`config.mk`:
```
export PLATFORM = sky130hd
export DESIGN_NAME = dot_accumulator
export DESIGN_NICKNAME = d
export VERILOG_FILES = /design/src/rtl/dot_accumulator.sv
export SDC_FILE = /design/constraint.sdc
export NUM_CORES = 1
export LEC_CHECK = 0
export CAP_MARGIN = 15
export CORE_MARGIN = 1.5
export CORE_UTILIZATION = 60
export DETAILED_ROUTE_END_ITERATION = 10
export HOLD_SLACK_MARGIN = 0.05
export PLACE_DENSITY_LB_ADDON = 0.3
export SLEW_MARGIN = 10
export SYNTH_ARGS = -nofsm -noshare
export SYNTH_HDL_FRONTEND = slang
export SYNTH_SLANG_ARGS = --single-unit
```
`constraint.sdc`:
```
create_clock -name clk -period 10.5 [get_ports clk]
set_input_delay 2.1 -clock clk [delete_from_list [all_inputs] [get_ports clk]]
set_output_delay 2.1 -clock clk [all_outputs]
set_load 0.005 [all_outputs]
```
`src/rtl/dot_accumulator.sv`:
```
// Fixed-point multiply-accumulate engine: sums para_len signed operand products with
// saturation and presents the 32-bit result on a valid/ready port feeding the rounder.
module dot_accumulator #(
    parameter int para_int_bits  = 7,
    parameter int para_frac_bits = 9,
    parameter int para_len       = 8
) (
    input  logic                                         clk,
    input  logic                                         rst,
    input  logic                                         in_valid,
    output logic                                         in_ready,
    input  logic [para_int_bits+para_frac_bits-1:0]      in_a,
    input  logic [para_int_bits+para_frac_bits-1:0]      in_b,
    output logic                                         out_valid,
    input  logic                                         out_ready,
    output logic [2*(para_int_bits+para_frac_bits)-1:0]  out_data,
    output logic                                         out_sat
);

    localparam int W  = para_int_bits + para_frac_bits;
    localparam int P  = 2 * W;
    localparam int CW = $clog2(para_len) + 1;

    localparam logic [CW-1:0] LAST_IDX = CW'(para_len - 1);
    localparam logic [P-1:0]  SAT_POS  = {1'b0, {(P-1){1'b1}}};
    localparam logic [P-1:0]  SAT_NEG  = {1'b1, {(P-1){1'b0}}};

    typedef enum logic {
        ACC  = 1'b0,
        HOLD = 1'b1
    } state_t;

    state_t          state_q, state_d;
    logic [P-1:0]    acc_q, acc_d;
    logic [CW-1:0]   cnt_q, cnt_d;
    logic            sat_q, sat_d;
    logic [P-1:0]    data_q, data_d;
    logic            osat_q, osat_d;

    logic signed [P-1:0] prod;
    logic [P:0]          sum;
    logic                ovf;
    logic [P-1:0]        clamped;
    logic                accept;

    // Operands are sign-extended to P bits first so the product is exact at full width.
    assign prod    = $signed({{W{in_a[W-1]}}, in_a}) * $signed({{W{in_b[W-1]}}, in_b});
    assign sum     = {acc_q[P-1], acc_q} + {prod[P-1], prod};
    assign ovf     = sum[P] ^ sum[P-1];
    assign clamped = ovf ? (sum[P] ? SAT_NEG : SAT_POS) : sum[P-1:0];

    assign in_ready  = (state_q == ACC) && !rst;
    assign accept    = in_valid && in_ready;
    assign out_valid = (state_q == HOLD) && !rst;
    assign out_data  = rst ? '0 : data_q;
    assign out_sat   = osat_q && !rst;

    always_comb begin
        // NOTE: every next-state signal gets its hold value first so no path infers a latch.
        state_d = state_q;
        acc_d   = acc_q;
        cnt_d   = cnt_q;
        sat_d   = sat_q;
        data_d  = data_q;
        osat_d  = osat_q;
        unique case (state_q)
            ACC: begin
                if (accept) begin
                    acc_d = clamped;
                    sat_d = sat_q | ovf;
                    cnt_d = cnt_q + 1'b1;
                    if (cnt_q == LAST_IDX) begin
                        state_d = HOLD;
                        data_d  = clamped;
                        osat_d  = sat_q | ovf;
                    end
                end
            end
            HOLD: begin
                if (out_ready) begin
                    state_d = ACC;
                    acc_d   = '0;
                    cnt_d   = '0;
                    sat_d   = 1'b0;
                end
            end
            default: state_d = ACC;
        endcase
    end

    always_ff @(posedge clk) begin
        // NOTE: non-blocking assignments keep every register sampling pre-edge values.
        if (rst) begin
            state_q <= ACC;
            acc_q   <= '0;
            cnt_q   <= '0;
            sat_q   <= 1'b0;
            data_q  <= '0;
            osat_q  <= 1'b0;
        end else begin
            state_q <= state_d;
            acc_q   <= acc_d;
            cnt_q   <= cnt_d;
            sat_q   <= sat_d;
            data_q  <= data_d;
            osat_q  <= osat_d;
        end
    end

endmodule
```
# == Word-level counts from Yosys, hierarchy flattened ==
# Cells that the tools add are included.
# W data, S select, Z words.
# classes
n_mux,16
n_bitwise,3
eq_ne,3
mul,1
reduce_logical,7
addsub,2
# op_table
cell,n
$mux W32,5
$pmux W32 S2,1
$add A32 B32 Y33,1
$mul A16 B16 Y32,1
$mux W4,2
$pmux W4 S2,1
$mux W1,5
$add A4 B1 Y4 const B,1
$eq A4 B3 Y1 const B,1
$logic_and A1 B1 Y1,4
$ne A2 B2 Y1 const B,2
$pmux W1 S2,2
$reduce_and A3 Y1,1
$reduce_and A2 Y1,1
$logic_not A1 Y1,1
$not A1 Y1,1
$or A1 B1 Y1,1
$xor A1 B1 Y1,1
# totals
register_bits,71
word_cells,38
in_bits,36

# == Logic depth before layout (Yosys ltp) ==
# depth
depth_word,6
ltp_mapped,26

# == Worst setup path before layout ==
# No wires, ideal clock.
# synth_path
path_type,input port to flip-flop
start,in in_a[15]
end,reg acc_q[19]
path_slack_ns,2.238
required_time_ns,10.378
cell_stages,24
arrival_time_ns,8.141
cell_sequence,clkbuf_1 nand2_1 inv_1 fa_1 inv_1 fa_1 inv_1 fa_1 fa_1 fa_1 inv_1 fa_1 inv_1 ha_1 a21o_1 a21oi_1 o21ai_0 a31oi_1 o21a_1 o211ai_2 or2_1 buf_6 and2_1 a221o_1
# synth_between
elab_chain_len,6
# synth_rtl
element,line,text
from (decl),12,"input logic [para_int_bits+para_frac_bits-1:0] in_a,"
$mul A16 B16 Y32 (*),47,"assign prod = $signed({{W{in_a[W-1]}}, in_a}) * $signed({{W{in_b[W-1]}}, in_b});"
$add A32 B32 Y33 (*),48,"assign sum = {acc_q[P-1], acc_q} + {prod[P-1], prod};"
$mux W32 / $xor A1 B1 Y1 (equally long branches),"50, 49",
$mux W32 (*),50,assign clamped = ovf ? (sum[P] ? SAT_NEG : SAT_POS) : sum[P-1:0];
$mux W32 (*),68,if (accept) begin
$pmux W32 S2 (*),66,unique case (state_q)
to (signal assigned),95,acc_q <= '0;
to (signal assigned),102,acc_q <= acc_d;
to (decl),34,"logic [P-1:0] acc_q, acc_d;"
# Every way passes the cells marked *; elsewhere a longest branch is shown, timed or not. The select of a mux whose other input is x is not followed.
# A chain may end at the register's enable or synchronous reset.

# == Final worst setup path ==
# layout_path
start,in in_a[15]
end,reg data_q[2]
# layout_between
elab_chain_len,4
# layout_rtl
element,line,text
$mul A16 B16 Y32 (*),47,
$add A32 B32 Y33 (*),48,
$mux W32 / $xor A1 B1 Y1 (equally long branches),"50, 49",
$mux W32 (*),50,
to (signal assigned),105,data_q <= data_d;
to (decl),37,"logic [P-1:0] data_q, data_d;"
# Every way passes the cells marked *; elsewhere a longest branch is shown, timed or not.

==> results.json <==
{
  "grt_pass1_vias": 10944,
  "skew_ns": 0.00709,
  "dp.final_hpwl_um": 26200,
  "path_class": "in -> reg",
  "grt_max_degree": 39,
  "final_max_slew_viol_count": 0,
  "multiInputGateArea_um2": 11000,
  "crit_path_start_kind": "primary input",
  "antenna_found_initial": 0,
  "hold_path_depth": 2,
  "grtUsageTotal_pct": 28.0,
  "syn-cell-area_um2": 13900,
  "rows": 55,
  "grt_overflow": 0,
  "async_flop_share_pct": 0,
  "holdWs_ns": 0.466,
  "netlist_instances": 1525,
  "die_h_um": 155,
  "min_from": "acc_q[1]",
  "setup_viol": 0,
  "fin_nets": 1995,
  "reg2regPathDepth": 20,
  "cts-root-buf": "clkbuf_16",
  "wl_um": 31500,
  "synth_seq_cells": 71,
  "holdBufCountCts": 0,
  "finalHoldViolCount": 0,
  "synth_edf_count": 0,
  "synthesis.nets": 1962,
  "synth-seq-area-share_pct": 10.2,
  "clock.fmax_mhz": 106,
  "io_buffers": 70,
  "core-area_um2": 22700,
  "post_cts_buffers": 0,
  "hold_path.class": "reg -> reg",
  "arrival_ns": 9.67,
  "nFillCells": 1842,
  "routedWlPerCell_um": 17.0,
  "initial_utilization_pct": 61.4,
  "yosysWarningCount": 0,
  "post_cts_resized": 0,
  "cts_max_path_buffers": 2,
  "clk_pin_slew_ns": 0.06,
  "crit_fanout": 20,
  "relSlewSlack_pct": 44.7,
  "rsz0062_at_grt": "false",
  "die_w_um": 155,
  "synth_cell_type_count": 59,
  "drt_iter0_drc": 544,
  "worstMarginPinSlew_ns": 0.827,
  "io_pins": 71,
  "drt_first_pass_iters": 5,
  "die-area_um2": 24200,
  "status": "finished, final reports clean",
  "n_antenna_cell": 0,
  "synth_top_area_share_pct": 42.9,
  "reg2reg_slack_ns": 4.55,
  "fin_setup_tns_ns": 0,
  "period_share_pct": 90.3,
  "yosysTopAreaCell": "fa_1",
  "syn2layout_area_growth_pct": 8.74,
  "worstSkewPairLatency_ns": 0.34,
  "synth_ff_type": "dfxtp_1",
  "r2r_end": "data_q[2]",
  "worst_setup_path_end_kind": "flip-flop",
  "synthTopCellsByArea": "fa_1 (43%), dfxtp_1 (10%), inv_1 (9.5%), ha_1 (9.1%), and2_1 (5.5%)",
  "min_period_ns": 9.48,
  "maxCapViolCount": 0,
  "vias": 10237,
  "post-route-drc-count": 0,
  "numCtsBuffers": 9,
  "post_route_cells_drive_above_1_share_pct": 2.37,
  "worstPathRequired_ns": 10.69,
  "seq_area_um2": 1420,
  "hold_end": "acc_q[1]",
  "cts.sinks": 71,
  "vias_per_cell": 5.54,
  "grt_pass1_wl_um": 53200,
  "rr_startpoint": "acc_q[15]",
  "gp_congestion": 0.882,
  "cts_tree": "yes",
  "cts_max_level": 3,
  "yosysMostFrequentCell": "inv_1",
  "synth_common_cells": "inv_1 (353), fa_1 (299), nand2_1 (183)",
  "syn_area_per_cell_um2": 9.15,
  "ant_nets": 0
}
layout make-up:
| cell class | count | area share, % |
|---|---|---|
| Inverter | 353 | 8.73 |
| Timing Repair Buffer | 79 | 5.06 |
| Multi-Input combinational cell | 1044 | 72.3 |
| Tap cell | 285 | 2.35 |
| Clock inverter | 4 | 0.503 |
| Sequential cell | 71 | 9.37 |
| Clock buffer | 12 | 1.69 |
flip-flops by register name, indices dropped and copies added (netlist names):
signal and count:
acc_q 32, data_q 32, cnt_q 4, osat_q 1, sat_q 1, state_q 1
logic make-up after synthesis:
| kind of cell | Yosys count | synth area share, % |
|---|---|---|
| AO/OA/AOI/OAI | 174 | 8.76 |
| XOR/XNOR | 32 | 2.31 |
| adder cells (fa/ha/maj) | 401 | 52.1 |
| buffers and inverters | 410 | 11.2 |
| flip-flops | 71 | 10.2 |
| AND/OR/NAND/NOR | 437 | 15.5 |
routing by layer:
metal | global-route usage, % | share of wire [%] | vias to the layer above
met5 | 0 | 0 | -
met2 | 50.2 | 52 | 276
met4 | 8.25 | 2.9 | 0
li1 | - | - | 4674
met3 | 3.04 | 3.9 | 72
met1 | 35.9 | 41 | 5215
metrics by stage:
step	util (%)	setup slack [ns]	cells	area (um2)
floorplan	-	2.24	1525	13900
global placement	65.3	0.953	1832	14800
detailed placement	65.3	0.675	1832	14800
CTS	66.8	1.01	1848	15200
global route	66.8	0.485	1848	15200
finish	66.8	1.02	1848	15200
worst max path at each step:
| stage | start | endpoint | slack, ns | depth (start not counted) |
|---|---|---|---|---|
| 6_report | in_a[15] | data_q[2] | 1.02 | 24 |
| 5_1_grt | in_a[15] | data_q[2] | 0.49 | 24 |
| 4_1_cts | in_a[15] | data_q[2] | 1.01 | 24 |
| 3_5_place_dp | in_a[15] | data_q[2] | 0.68 | 24 |
| 3_3_place_gp | in_a[15] | data_q[0] | 0.95 | 23 |
| 2_1_floorplan | in_a[15] | acc_q[19] | 2.24 | 24 |
worst max-delay path: stages:
cell	delay, ns
clkdlybuf4s50_1	0.73
nand2_1	0.31
inv_1	0.09
fa_1	0.72
inv_1	0.12
fa_1	0.54
inv_1	0.30
fa_1	0.50
fa_1	0.51
fa_1	0.50
inv_1	0.05
fa_1	0.47
inv_1	0.04
ha_1	0.34
a21o_1	0.20
a21oi_1	0.27
o21ai_0	0.20
a31oi_1	0.21
o21a_1	0.17
o211ai_2	0.12
or2_1	0.23
buf_4	0.19
nand2_1	0.56
o2bb2ai_1	0.17
cells in the final DEF, fill, tap and decap left out, types with 3 or more instances in the layout:
| cell type | Yosys | routed |
|---|---|---|
| a21oi_1 | 29 | 29 |
| nand3_1 | 5 | 5 |
| nand3b_1 | 3 | 3 |
| o21bai_1 | 5 | 5 |
| and2_1 | 122 | 122 |
| o2bb2ai_1 | 20 | 20 |
| and3_1 | 4 | 4 |
| nor3_1 | 6 | 6 |
| nand4_1 | 7 | 7 |
| nor2_1 | 52 | 51 |
| a21o_1 | 11 | 11 |
| clkbuf_16 | 0 | 9 |
| clkdlybuf4s50_1 | 0 | 70 |
| xnor2_1 | 19 | 19 |
| a2bb2oi_1 | 9 | 9 |
| a211oi_1 | 8 | 8 |
| dfxtp_1 | 71 | 71 |
| o211ai_1 | 17 | 17 |
| o21ai_0 | 42 | 42 |
| ha_1 | 102 | 102 |
| xor2_1 | 10 | 10 |
| nand2_1 | 183 | 183 |
| fa_1 | 299 | 299 |
| buf_4 | 3 | 9 |
| nand2b_1 | 8 | 8 |
| o21a_1 | 8 | 8 |
| a211o_1 | 3 | 3 |
| nor2b_1 | 35 | 35 |
| xnor3_1 | 3 | 3 |
| inv_1 | 353 | 353 |
| a31oi_1 | 5 | 5 |
Power is not shown: default switching activity piles up to over one toggle a cycle in this logic, so the estimate is an artifact.
==> variant 1, RTL diff (config.mk and constraints unchanged) <==
Reset style: asynchronous (`rst`), changed in one clocked block.
--- a/src/rtl/dot_accumulator.sv
+++ b/src/rtl/dot_accumulator.sv
@@ -88,7 +88,7 @@
         endcase
     end
 
-    always_ff @(posedge clk) begin
+    always_ff @(posedge clk or posedge rst) begin
         // NOTE: non-blocking assignments keep every register sampling pre-edge values.
         if (rst) begin
             state_q <= ACC;
Formal check against the unedited RTL: no difference found for any inputs over 4 cycles, from zero or initial values and one cycle with rst high; that may be too few to reach the edited logic, so the function may still have changed.
==> variant 1 against the original RTL <==
- wire length up 7.6%
- design area grew 5.0%
- die area up 6.2%
- sequential cell count is the same
- highest routed layer unchanged
- synthesized area increased by 6.3%
- core utilization shrank 1.3 points
- setup slack worse by 0.041 ns
- sequential share of layout area grew 1.8 points
Power is left out: the tool's default activity adds up to more than one toggle a clock period on the data nets, which glitch-free logic cannot reach.
==> variant 1: results (changes against the original RTL) <==
Parameter                              Value

Synth
  Total number of yosys warnings    0 (unchanged)
  Leading post-synthesis cells by instance count    354 x sky130_fd_sc_hd__inv_1, 299 x sky130_fd_sc_hd__fa_1, 198 x sky130_fd_sc_hd__nand2_1
  Share of the yosys chip area belonging to registers    11.98% (+1.8 points)
  Net count after synthesis    2063 (+5.1%)
  Syn avg cell area    9.122 sq um (-0.28%)
  Top post-synthesis cells by area    sky130_fd_sc_hd__fa_1 40%, sky130_fd_sc_hd__dfrtp_1 12%, sky130_fd_sc_hd__inv_1 9.0%, sky130_fd_sc_hd__ha_1 8.6%, sky130_fd_sc_hd__nand2_1 5.0%
  Fraction of registers with async set/reset    100.0% (+100 points)
  Most common flop cell mapped by yosys    sky130_fd_sc_hd__dfrtp_1
  Yosys top cell by area    sky130_fd_sc_hd__fa_1
  Post-synth cell types    71 (+20%)

Critical path
  Crit path max-delay cell type    sky130_fd_sc_hd__clkdlybuf4s50_1
  Launch instance of the worst register-to-register path    acc_q[15]
  Kind of cell adding the most delay to the critical path    adder cells
  Crit path arrival time    9.77 ns (+0.10 ns)
  Critical Path Max Stage Delay    0.75 ns (+0.02 ns)
  Biggest fanout along the worst timing path    30 (+50%)
  Crit path from    in_b[1]

Placed design
  Total placed cells including tap cells    1950 (+6.4%)
  Weighted congestion at the end of routability-driven global placement    0.9115 (+3.4%)
  Pre-CTS worst setup slack    0.7022 ns (+0.02702 ns)
  Port Buf Inserts    70 (unchanged)
  Post-DP HPWL    28040 um (+6.8%)
  Placement-stage cell area    15640 sq um (+5.4%)

Layout
  Leading registers by flop count    acc_q: 32 flops, data_q: 32 flops, cnt_q: 4 flops
  Fraction of layout cells with a size suffix above 1    2.680% (+0.31 points)
  Antenna diodes    0 (unchanged)

Clock network
  Deepest clock path buffer count    2 (unchanged)
  Buffers inserted during post-CTS setup optimization    0 (unchanged)
  Number of clock buffers inserted by TritonCTS    9 (unchanged)
  Clock-pin transition on the worst setup and hold timing paths    0.05 ns
  Number of H-tree levels    3 (unchanged)
  CTS root buf    sky130_fd_sc_hd__clkbuf_16
  Clock network latency to the later pin of the worst-skew pair    0.33 ns
  Count of cells resized by post-cts repair    0 (unchanged)

Global routing
  Pin count of the biggest net entering global routing    67 (+72%)
  Wire length of the first global-routing pass    58110 um (+9.1%)
  Number of global-route vias before repair    11760 (+7.4%)
  Gr usage total    28.23% (+0.22 points)
  Antenna violations before repair    0 (unchanged)

Routing
  Mean routed wirelength per cell    17.22 um (+1.2%)
  Via density per instance    5.606 (+1.2%)
  Number of search-and-repair iterations in the first detailed-routing pass    5 (unchanged)
  Sum of routed wire length over all layers    33860 um (+7.6%)
  Iteration-0 DRC Markers    838 (+54%)

Outcome
  Run status    finished clean

Min path
  Path class of the lowest-slack min-delay path    reg -> reg
  Hold Path Origin    data_q[26]

Timing
  Worst-margin pin slew    0.8282 ns (+0.001114 ns)
  Fin Clk Skew    0.005319 ns (-0.001769 ns)
==> variant 1: cell types whose count changed after synthesis, moves of 19 or more <==
cell	before	now
sky130_fd_sc_hd__nor2_1	52	33
sky130_fd_sc_hd__o21ai_1	0	21
sky130_fd_sc_hd__dfrtp_1	0	71
sky130_fd_sc_hd__dfxtp_1	71	0
sky130_fd_sc_hd__a21oi_1	29	53
sky130_fd_sc_hd__nand3_1	5	59
sky130_fd_sc_hd__o2bb2ai_1	20	1
==> variant 1: routing by layer <==
layer / vias to the layer above / share of wire [%] / track usage (%)
li1: 5013 / - / -
met1: 5682 / 41 / 37.19
met2: 278 / 53 / 50.40
met3: 48 / 4.6 / 3.610
met4: 0 / 1.6 / 5.480
met5: - / 0 / 0
==> variant 1: logic make-up (layout without fill, tap and decap cells) <==
logic type,after synthesis,count (layout),synth area share [%]
AOI/OAI and AO/OA,187,187,8.183
xor gates and xnor gates,29,29,1.991
adders and majority gates,409,409,49.53
buffers and inverters,433,449,11.50
DFF,71,71,11.98
muxes,4,4,0.2784
and+or+nand+nor,493,493,16.54
==> variant 1: final timing paths <==
kind	end	cells after the start	slack, ns
min in group asynchronous	cnt_q[0]	2	1.95
max in group asynchronous	acc_q[19]	3	7.50
hold reg to reg	data_q[26]	2	0.49
setup reg to reg	acc_q[8]	19	4.53
hold / removal	data_q[26]	2	0.49
setup / recovery	data_q[30]	23	0.98
==> variant 1: area by class of cell <==
class	instances	area, sq um
clock inverters	6	60.06
inverters	354	1329
flip-flops and latches	71	1777
multi-input cells	1122	11360
clock buffers	10	239.0
well taps	324	405.4
fillers	2004	8388
repair buffers	79	763.2
==> variant 2, RTL diff (same flow settings) <==
Made on the original files. The parameter `para_frac_bits` goes from 9 to 11.
--- a/src/rtl/dot_accumulator.sv
+++ b/src/rtl/dot_accumulator.sv
@@ -2,7 +2,7 @@
 // saturation and presents the 32-bit result on a valid/ready port feeding the rounder.
 module dot_accumulator #(
     parameter int para_int_bits  = 7,
-    parameter int para_frac_bits = 9,
+    parameter int para_frac_bits = 11,
     parameter int para_len       = 8
 ) (
     input  logic                                         clk,
Ports: changed (resized in_a, in_b and out_data); port bits go from 71 to 79. The function was not compared with the original's and may differ.
==> variant 2 against the original RTL <==
- fmax shrank 6.1%
- wire length increased by 25%
- synthesized area is 22% higher
- setup slack lost 0.62 ns
- register-to-register slack lost 0.47 ns
- highest routed layer unchanged
- design area rose by 22%
- synthesized cell count increased by 21%
- sequential share of layout area down 0.83 points
- sequential cell count up 8
- clock skew down 0.0012 ns
Power is not shown: default switching activity piles up to over one toggle a cycle in this logic, so the estimate is an artifact.
==> variant 2: results (changes against the original RTL) <==
Parameter                              Value

Layout
  Share of cell area taken by multi-input logic gates    72.68% (+0.40 points)
  Filler Cells Inserted    2285 (+24%)
  Fraction of layout cells with a size suffix above 1    5.722% (+3.4 points)
  Leading registers by flop count    acc_q: 36 flops, data_q: 36 flops, cnt_q: 4 flops
  Number of standard cells in the layout, taps in and fillers out    2283 (+24%)
  Sequential share of cell area    8.538% (-0.83 points)
  Total Nets Final    2425 (+22%)
  Relative area of non-clock buffer cells in the final design    6.113% (+1.0 points)
  Comb_multi_in    1266 (+21%)

Global routing
  Wire length of the first global-routing pass    66150 um (+24%)
  GR Layer Usage met1    37.00% (+1.1 points)
  Gr usage total    28.98% (+0.97 points)
  Number of global-route vias before repair    13220 (+21%)
  Pin count of the biggest net entering global routing    65 (+67%)

Critical path
  Launch instance of the worst register-to-register path    acc_q[16]
  Worst r2r path cells    18 (-10%)
  Critical Path Max Stage Delay    0.95 ns (+0.22 ns)
  Destination of the worst register-to-register timing path    acc_q[9]

Timing
  Worst-margin pin slew    1.179 ns (+0.3520 ns)
  Minimum clock period    10.10 ns (+0.6204 ns)

Synth
  Top post-synthesis cells by area    sky130_fd_sc_hd__fa_1 44%, sky130_fd_sc_hd__dfxtp_1 9.3%, sky130_fd_sc_hd__inv_1 9.3%, sky130_fd_sc_hd__ha_1 8.5%, sky130_fd_sc_hd__and2_1 6.5%
  Area fraction in compound gates after synthesis    9.847% (+1.1 points)
  Leading post-synthesis cells by instance count    420 x sky130_fd_sc_hd__inv_1, 369 x sky130_fd_sc_hd__fa_1, 194 x sky130_fd_sc_hd__nand2_1
  Share of the yosys chip area belonging to registers    9.316% (-0.87 points)
  Post-synthesis share of cell area spent on full adders, half adders and majority gates    51.99% (-0.069 points)
  Number of storage elements in the synthesis netlist    79 (+11%)

Placed design
  Port Buf Inserts    78 (+11%)
  Post-DP HPWL    33910 um (+29%)
  Weighted congestion at the end of routability-driven global placement    0.9077 (+2.9%)
  Pre-CTS worst setup slack    0.1794 ns (-0.4957 ns)

Outcome
  Run status    finished clean

Routing
  Sum of routed wire length over all layers    39460 um (+25%)
  Iteration-0 DRC Markers    967 (+78%)

Floorplanning
  Die Width    171.2 um (+10%)
variant 2: cell types whose count changed after synthesis, sizes merged, moves of 9 or more:
cell	unedited run	this run
a211oi	8	21
a21oi	29	91
a2bb2oi	9	18
and2	122	176
clkbuf	48	65
fa	299	369
ha	102	115
inv	353	420
nand2	184	197
nor2	53	38
o211ai	19	5
o2bb2ai	20	5
xnor2	19	36
variant 2: worst min-delay path by stage:
| stage | startpoint | endpoint | slack, ns | depth (start not counted) |
|---|---|---|---|---|
| 2_1_floorplan | acc_q[3] | acc_q[3] | 0.43 | 2 |
| 3_3_place_gp | acc_q[31] | acc_q[31] | 0.44 | 2 |
| 3_5_place_dp | acc_q[24] | acc_q[24] | 0.44 | 2 |
| 4_1_cts | acc_q[24] | acc_q[24] | 0.45 | 2 |
| 5_1_grt | acc_q[3] | acc_q[3] | 0.47 | 2 |
| 6_report | acc_q[24] | acc_q[24] | 0.45 | 2 |
